## src/rtl/dma_rd_arb_pkg.sv

```systemverilog
// dma_rd_arb_pkg: command type and round-robin pick helper shared by the dma_rd arbiter
package dma_rd_arb_pkg;
    localparam int CMD_ADDR_W = 32;
    localparam int CMD_LEN_W  = 9;
    localparam int MAX_REQ    = 32;
    typedef struct packed {
        logic [CMD_ADDR_W-1:0] addr;
        logic [CMD_LEN_W-1:0]  len;
    } cmd_t;
    typedef struct packed {
        logic               any;
        logic [MAX_REQ-1:0] grant;
        logic [4:0]         idx;
    } pick_t;
    function automatic pick_t rr_pick(input logic [MAX_REQ-1:0] valid, input int unsigned n, input int unsigned ptr);
        pick_t p;
        int unsigned i;
        p = '0;
        for (int unsigned k = 0; k < MAX_REQ; k++) begin
            i = (ptr + k) % n;
            if (k < n && !p.any && valid[i]) begin
                p.any      = 1'b1;
                p.grant[i] = 1'b1;
                p.idx      = 5'(i);
            end
        end
        return p;
    endfunction
endpackage

```

## src/rtl/dma_rd_arb_tagq.sv

```systemverilog
// dma_rd_arb_tagq: FIFO of requester tags that own the transfers outstanding in dma_rd
module dma_rd_arb_tagq #(
    parameter int ID_WIDTH = 2,
    parameter int DEPTH    = 3,
    localparam int CW      = $clog2(DEPTH + 1),
    localparam int PW      = DEPTH > 1 ? $clog2(DEPTH) : 1
) (
    input  logic                clk,
    input  logic                rst_n,
    input  logic                push,
    input  logic                pop,
    input  logic [ID_WIDTH-1:0] push_id,
    output logic [ID_WIDTH-1:0] head,
    output logic [CW-1:0]       count,
    output logic                full,
    output logic                empty
);
    logic [ID_WIDTH-1:0] mem [DEPTH];
    logic [PW-1:0] wr_ptr, rd_ptr;
    function automatic logic [PW-1:0] inc(input logic [PW-1:0] p);
        return (p == PW'(DEPTH - 1)) ? '0 : p + 1'b1;
    endfunction
    always_ff @(posedge clk) begin
        if (!rst_n) begin
            wr_ptr <= '0;
            rd_ptr <= '0;
            count  <= '0;
        end else begin
            if (push) begin
                mem[wr_ptr] <= push_id;
                wr_ptr      <= inc(wr_ptr);
            end
            if (pop) rd_ptr <= inc(rd_ptr);
            count <= count + CW'(push) - CW'(pop);
        end
    end
    assign head  = mem[rd_ptr];
    assign full  = count == CW'(DEPTH);
    assign empty = count == '0;
endmodule

```

## src/rtl/dma_rd_arb.sv

```systemverilog
// dma_rd_arb: round-robin command arbiter and tag-routed stream demux in front of one dma_rd engine.
// Define DMA_RD_ARB_STATS_EN to add per-requester routed-beat counters on beat_count.
module dma_rd_arb
    import dma_rd_arb_pkg::*;
#(
    parameter int NUM_REQ           = 4,
    parameter int AXI_ADDR_WIDTH    = CMD_ADDR_W,
    parameter int AXI_DATA_WIDTH    = 32,
    parameter int CONFIG_LEN_WIDTH  = CMD_LEN_W,
    parameter int OUTSTANDING_COUNT = 2,
    localparam int ID_WIDTH         = $clog2(NUM_REQ)
) (
    input  logic                               clk,
    input  logic                               rst_n,
    input  logic [NUM_REQ-1:0]                 req_valid,
    output logic [NUM_REQ-1:0]                 req_ready,
    input  logic [NUM_REQ*AXI_ADDR_WIDTH-1:0]  req_addr,
    input  logic [NUM_REQ*CONFIG_LEN_WIDTH-1:0] req_len,
    output logic                               config_valid,
    input  logic                               config_ready,
    output logic [AXI_ADDR_WIDTH-1:0]          config_addr,
    output logic [CONFIG_LEN_WIDTH-1:0]        config_len,
    input  logic                               config_empty,
    input  logic [AXI_DATA_WIDTH-1:0]          s_data,
    input  logic                               s_valid,
    input  logic                               s_last,
    output logic                               s_ready,
    output logic [AXI_DATA_WIDTH-1:0]          m_data,
    output logic [NUM_REQ-1:0]                 m_valid,
    output logic [NUM_REQ-1:0]                 m_last,
    input  logic [NUM_REQ-1:0]                 m_ready,
    output logic                               idle
`ifdef DMA_RD_ARB_STATS_EN
    ,
    output logic [NUM_REQ*32-1:0]              beat_count
`endif
);
    localparam int DEPTH = OUTSTANDING_COUNT + 1;
    localparam int CW    = $clog2(DEPTH + 1);
    cmd_t cmd_q;
    pick_t pick;
    logic cmd_vld, tag_full, tag_empty, fire, hs, pop, loadable, accept, load;
    logic [ID_WIDTH-1:0] ptr, head, win;
    logic [CW-1:0] tag_count;
    logic [CONFIG_LEN_WIDTH-1:0] win_len;
    logic [NUM_REQ-1:0] head_one;
    assign pick     = rr_pick(MAX_REQ'(req_valid), NUM_REQ, 32'(ptr));
    assign win      = ID_WIDTH'(pick.idx);
    assign win_len  = req_len[win*CONFIG_LEN_WIDTH +: CONFIG_LEN_WIDTH];
    assign fire     = config_valid && config_ready;
    assign hs       = s_valid && s_ready;
    assign pop      = hs && s_last;
    // a tag freed by this cycle's last beat can be reused by this cycle's load
    assign loadable = rst_n && (!cmd_vld || fire) && (!tag_full || pop);
    assign accept   = loadable && pick.any;
    // zero-length commands never produce a stream, so they are acknowledged but not issued
    assign load     = accept && win_len != '0;
    assign req_ready = accept ? NUM_REQ'(pick.grant) : '0;
    always_ff @(posedge clk) begin
        if (!rst_n) begin
            cmd_vld <= 1'b0;
            cmd_q   <= '0;
            ptr     <= '0;
        end else begin
            if (load) begin
                cmd_vld <= 1'b1;
                cmd_q   <= '{addr: req_addr[win*AXI_ADDR_WIDTH +: AXI_ADDR_WIDTH], len: win_len};
            end else if (fire) begin
                cmd_vld <= 1'b0;
            end
            if (accept) ptr <= (win == ID_WIDTH'(NUM_REQ - 1)) ? '0 : win + 1'b1;
        end
    end
    dma_rd_arb_tagq #(.ID_WIDTH(ID_WIDTH), .DEPTH(DEPTH)) u_tagq (
        .clk     (clk),
        .rst_n   (rst_n),
        .push    (load),
        .pop     (pop),
        .push_id (win),
        .head    (head),
        .count   (tag_count),
        .full    (tag_full),
        .empty   (tag_empty)
    );
    assign config_valid = cmd_vld;
    assign config_addr  = cmd_q.addr;
    assign config_len   = cmd_q.len;
    assign head_one     = NUM_REQ'(1) << head;
    assign m_data       = s_data;
    assign m_valid      = (s_valid && !tag_empty) ? head_one : '0;
    assign m_last       = (s_valid && s_last && !tag_empty) ? head_one : '0;
    assign s_ready      = !tag_empty && m_ready[head];
    assign idle         = !cmd_vld && tag_count == '0 && config_empty && req_valid == '0;
`ifdef DMA_RD_ARB_STATS_EN
    always_ff @(posedge clk) begin
        if (!rst_n) beat_count <= '0;
        else if (hs) beat_count[head*32 +: 32] <= beat_count[head*32 +: 32] + 32'd1;
    end
`endif
endmodule

```

## config.mk

```make
export PLATFORM = sky130hd
export DESIGN_NAME = dma_rd_arb
export DESIGN_NICKNAME = d
export VERILOG_FILES = /design/src/rtl/dma_rd_arb_pkg.sv /design/src/rtl/dma_rd_arb_tagq.sv /design/src/rtl/dma_rd_arb.sv
export SDC_FILE = /design/constraint.sdc
export NUM_CORES = 1
export LEC_CHECK = 0
export BUFFER_PORTS_ARGS = -buffer_cell sky130_fd_sc_hd__buf_2
export CORE_AREA = 2 2 135 137
export CTS_CLUSTER_DIAMETER = 30
export DETAILED_ROUTE_END_ITERATION = 7
export DIE_AREA = 0 0 137 139
export PLACE_DENSITY_LB_ADDON = 0.08
export SLEW_MARGIN = 5
export SYNTH_ARGS = -nofsm -noshare
export SYNTH_HDL_FRONTEND = slang
export SYNTH_SLANG_ARGS = --single-unit
```

## constraint.sdc

```tcl
create_clock -name clk -period 5.7 [get_ports clk]
set_input_delay 0.285 -clock clk [delete_from_list [all_inputs] [get_ports clk]]
set_output_delay 0.285 -clock clk [all_outputs]
set_load 0.02 [all_outputs]
```

==> impl_results.md, run 1 <==
- Hold_buf cts: 0
- Seq/Total Area, Yosys: a little under a quarter
- CTS Buf Count: 9
- Worst-path fanout max: 35
- CP Class: flop to flop
- RSZ-0062 raised after global routing: no
- EDFF count, synth: 6
- Post-Syn Nets: 877
- Crit end category: flop
- Worst-Margin Slew: 939 ps
- Die footprint: 19000 um^2
- Synth cell types: 52
- RD Place Congestion: 0.816
- Final min period: between 5000 and 6000 ps
- Commonest non-fill, non-tap cell in the layout: buf_2
- Input/output buffers: 233
- Post-route setup slack: around 630 ps
- Post-CTS setup buffer count: 0
- Slew margin rel.: 37.4%
- Pre-CTS setup slack: 658 ps
- Clock Skew: between 9 and 10 ps
- Total leakage power: 2.79 nW
- Max cap viols: 0
- Layout area overhead: 28.1%
- Avg WL per Cell: a little under 20 um
- Syn Area/Cell: between 7 and 8 um^2
- Vias: roughly 6000
- Seq pwr share: 24.3%
- Synthesized area: between 5000 and 6000 um^2
- Htree depth: 3
- Layout Nets: about 1000
- CP Launch Type: flop
- R2R depth: 14
- Hold Path Depth: 3
- CTS max path bufs: 2
- Vias in the first global route: roughly 5500
- Combinational power share: 48.1%
- Worst skew pair latency: approximately 330 ps
- Worst hold path type: input port to flop
- Power per cell area: around 380 nW/um^2
- DRT antenna net count: 0
- Post-CTS sizing: 0
- Net Switching: around 0.0011 W
- Multi-input logic area: approximately 3400 um^2
- Internal Power: 0.00143 W
- Initial Util: between 20 and 30%
- Number of synthesized register bits: slightly below 60
- # setup viols final: 0
- CTS clock-pin slew for the worst setup and hold paths: around 50 ps
- Initial DRC count: 354
- Final hold vios: 0
- Vias per cell: ~5.7
- Clock network power share: roughly 28%
- Boundary pin count: 298
- Clock sink count: 58
- Required time worst endpoint: about 5900 ps
- Sw Ratio: between 40% and 50%
- Rows: 49
- Initial antenna violation count: 0
- CTS tree: built
- Core Area: approximately 18000 um^2
- Pin count of the biggest net entering global routing: 70
- Commonest cells after routing, fill and taps aside: buf_2, nand3_1, dfxtp_1, a21oi_1, o21ai_0
- Root Driver: clkbuf_16
- Critical Path AT: roughly 5300 ps
- Async SR Flop Fraction: 0%
- Die height: 139 um
- Main synth FF type: dfxtp_1
- Reg area: 1220 um^2
- Fillers: 1853
- Global-route congestion overflow total: 0
- Run status: finished, final reports clean
- Setup TNS: 0 ps
- Worst VDD drop: approximately 150 uV
- GRT Total Usage: 20.4%
- YS warnings: 0
- Syn Inst Count: around 660
- Chip width: around 140 um
- First-pass GRT wire length: slightly above 30 mm
- Dpl hpwl: around 15 mm
- First-pass DRT Iterations: 4
- Residual DRC: 0
- Final wirelength: between 20 and 25 mm
- Tcrit/Tclk final: around 89%
- Layout cells sized above 1: 40.6%
- ANT cells: 0
- Max Freq: between 150 and 200 MHz
- Final Max Slew Viols: 0
## cells in the mapped netlist, drive strengths merged (7+ instances only)
| library cell | number | area (um^2) |
|---|---|---|
| buf | 48 | 332 |
| mux2 | 36 | 409 |
| inv | 9 | 33.8 |
| a211oi | 9 | 92.6 |
| o2111ai | 32 | 280 |
| a41oi | 34 | 298 |
| nand2 | 19 | 76.3 |
| a21oi | 47 | 235 |
| ha | 11 | 138 |
| nor3 | 7 | 35.0 |
| o21ai | 45 | 225 |
| nor2 | 31 | 116 |
| nand3 | 107 | 536 |
| dfxtp | 52 | 1040 |
| clkbuf | 58 | 218 |
| o211ai | 35 | 263 |
## final cells by class
| cell class | instances | area share, % |
|---|---|---|
| Clock buffer | 10 | 3.61 |
| Clock inverter | 6 | 2.08 |
| Inverter | 9 | 0.510 |
| Multi-Input combinational cell | 483 | 51.6 |
| Sequential cell | 58 | 18.4 |
| Tap cell | 229 | 4.32 |
| Timing Repair Buffer | 249 | 19.5 |
## registers in the layout, indices dropped and copies added (netlist names), named ones only
signal and count:
config_addr 32, config_len 9, config_valid 1, ptr 2, u_tagq.count 2, u_tagq.mem 6, u_tagq.rd_ptr 2, u_tagq.wr_ptr 2
## power groups by stage
| stage | sequential, W | combinational [W] | clock [W] |
|---|---|---|---|
| final | 0.000609 | 0.00120 | 0.000689 |
| after global routing | 0.000626 | 0.00132 | 0.000719 |
| after CTS | 0.000609 | 0.00121 | 0.000704 |
| after detailed placement | 0.000617 | 0.00121 | 0 |
| after global placement | 0.000613 | 0.00120 | 0 |
| after floorplan | 0.000693 | 0.000755 | 0 |
## cells by family (layout without fill, tap and decap cells)
| family | count (synthesis) | count (layout) | synth area share, % |
|---|---|---|---|
| mux | 47 | 47 | 11.5 |
| compound gates | 232 | 232 | 32.0 |
| flops | 58 | 58 | 23.6 |
| simple gates | 191 | 191 | 18.6 |
| fa+ha+maj | 11 | 11 | 2.66 |
| buf+inv | 115 | 274 | 11.3 |
| xor+xnor | 2 | 2 | 0.339 |
## per-stage QoR
stage               cell area, um^2  hold WS (ps)  instances  utilization (%)  power (W)
floorplan                      5170           491        656                -    0.00145
global placement               6250           488       1028             35.4    0.00181
detailed placement             6250           499       1028             35.4    0.00182
CTS                            6630           292       1044             37.5    0.00252
global route                   6630           301       1044             37.5    0.00266
finish                         6630           306       1044             37.5    0.00250
## layer usage
metal	up-vias	GRT usage (%)	routed length, um
met3	32	4.06	1490
met1	2805	27.3	9010
met2	242	32.2	9330
met4	0	7.33	561
li1	2834	-	-
met5	-	0	0
## worst max-delay path: stages, from the launching register on
cell and delay, ps:
dfxtp_1 590, inv_1 210, ha_1 600, mux2i_1 360, mux2i_4 160, a2111oi_1 650
o31ai_4 120, buf_4 220, inv_2 200, mux4_2 420, nor4_4 330, and2_1 200
buf_4 400, nand2_2 270, a211oi_2 240
## path summary, 6_finish.rpt
check	startpoint	end	slack, ps
worst max-delay path	ptr[1]	config_len[7]	630
worst min-delay path	config_ready	config_valid	310
worst max register to register	ptr[1]	config_len[7]	630
worst min register to register	config_addr[18]	config_addr[18]	500
No activity file was read; power rests on OpenSTA's default activity.
==> run 2: changes to the inputs <==
--- a/config.mk
+++ b/config.mk
@@ -10,7 +10,7 @@
 export CTS_CLUSTER_DIAMETER = 30
 export DETAILED_ROUTE_END_ITERATION = 7
 export DIE_AREA = 0 0 137 139
-export PLACE_DENSITY_LB_ADDON = 0.08
+export GPL_TIMING_DRIVEN = 0
 export SLEW_MARGIN = 5
 export SYNTH_ARGS = -nofsm -noshare
 export SYNTH_HDL_FRONTEND = slang
==> impl_results.md, run 2 (synthesized netlist as in run 1, its figures left out) <==
- Chip width: ~140 um
- Final min period: between 5000 and 6000 ps
- Power per cell area: roughly 340 nW/um^2
- CTS max path bufs: 2
- Vias: between 6000 and 7000
- Run status: finished, final reports clean
- Hold_buf cts: 0
- Vias in the first global route: approximately 5800
- Required time worst endpoint: ~5900 ps
- CTS tree: built
- Worst VDD drop: about 140 uV
- R2R depth: 18
- Final wirelength: approximately 21 mm
- Residual DRC: 0
- CP Launch Type: flop
- Reg area: 1220 um^2
- Worst-path fanout max: 10
- Die height: 139 um
- Non-Filler Instances: between 1000 and 1500
- GR Util met2: 34.1%
- Htree depth: 3
- CTS clock-pin slew for the worst setup and hold paths: 60 ps
- Clock Skew: 10.2 ps
- Multi-input logic area: approximately 3400 um^2
- Clock sink count: 58
- Layout Nets: ~1200
- Max cap viols: 0
- Slew margin rel.: 7.29%
- Max FFs per register: 32
- Tcrit/Tclk final: 93.3%
- Max Freq: 188 MHz
- Input/output buffers: between 200 and 300
- RD Place Congestion: approximately 0.80
- Setup TNS: 0 ps
- Hold Path Depth: 3
- Worst-Margin Slew: about 1400 ps
- Fillers: ~1900
- Worst hold path type: input port to flop
- First-pass GRT wire length: 31.3 mm
- Vias per cell: between 5 and 6
- # setup viols final: 0
- Core Area: roughly 18000 um^2
- Initial DRC count: around 520
- Commonest cells after routing, fill and taps aside: buf_2, nand3_1, clkbuf_1, dfxtp_1, a21oi_1
- Root Driver: clkbuf_16
- Total leakage power: 3.05 nW
- Initial antenna violation count: 0
- Layout area overhead: 36.2%
- Die footprint: between 15000 and 20000 um^2
- Dpl cell area: ~6800 um^2
- Pin count of the biggest net entering global routing: 11
- Crit end category: flop
- Design area: between 7000 and 8000 um^2
- ANT cells: 0
- Finished Core Util: roughly 40%
- RSZ-0062 raised after global routing: no
- DRT antenna net count: 0
- Critical Path AT: 5510 ps
- Final hold vios: 0
- Post-CTS sizing: 0
- Global route hottest layer: met2
- First-pass DRT Iterations: 5
- GRT met1 Usage: between 20 and 30%
- Initial Util: 29.3%
- Rows: a little under 50
- Commonest non-fill, non-tap cell in the layout: buf_2
- Avg WL per Cell: ~18 um
- Worst skew pair latency: 340 ps
- Dpl hpwl: about 16 mm
- Boundary pin count: a little under 300
- Placed insts: ~1100
- Global-route congestion overflow total: 0
- CP Class: flop to flop
- Post-CTS setup buffer count: 0
- Final Max Slew Viols: 0
- Layout cells sized above 1: 40.9%
- CTS Buf Count: 9
- Post-route setup slack: 383 ps
- Grt met3 use: between 4 and 5%
- GRT Total Usage: roughly a fifth
- Pre-CTS setup slack: approximately 430 ps
==> run 2: final cells by class <==
class | instances | area share [%]
inverter | 9 | 0.480
sequential | 58 | 17.3
multi-input combinational | 483 | 47.9
buffer | 106 | 7.80
tap | 229 | 4.07
timing repair buffer | 263 | 18.7
clock inverter | 7 | 0.515
clock buffer | 9 | 3.20
==> run 2: critical path, cell delays in order (launching register included) <==
cell and delay [ps]:
dfxtp_1 400, clkbuf_1 390, inv_1 220, ha_1 410, mux2i_1 330, mux2i_4 150
a2111oi_1 580, o31ai_4 210, inv_2 240, mux4_2 420, nor4_4 620, and2_1 210
buf_4 180, a21o_1 210, inv_1 70, ha_1 200, xor2_1 150, xnor2_1 130
nor2_1 50
==> run 2: per-stage QoR <==
| step | hold slack (ps) | total power (W) |
|---|---|---|
| 2_1_floorplan | 491 | 0.00145 |
| 3_3_place_gp | 493 | 0.00187 |
| 3_5_place_dp | 500 | 0.00188 |
| 4_1_cts | 324 | 0.00237 |
| 5_1_grt | 353 | 0.00252 |
| 6_report | 326 | 0.00236 |
==> run 2: path summary, 6_finish.rpt <==
kind | slack, ps | to | startpoint
worst min register to register | 510 | config_addr[6] | config_addr[6]
worst max register to register | 380 | u_tagq.count[1] | ptr[1]
worst min-delay path | 330 | config_valid | config_ready
worst max-delay path | 380 | u_tagq.count[1] | ptr[1]
==> run 2: where the power goes <==
| part | total [W] | switching [W] | internal (W) |
|---|---|---|---|
| logic | 0.00128 | 0.000815 | 0.000460 |
| clock network | 0.000485 | 0.000197 | 0.000287 |
| registers | 0.000602 | 0.0000819 | 0.000520 |
| total | 0.00236 | 0.00109 | 0.00127 |
==> run 2: metal layers <==
metal	part of all wire, %	vias up
met5	0	-
met4	1.2	0
met3	8.3	22
met2	47	291
met1	44	2920
li1	-	3080
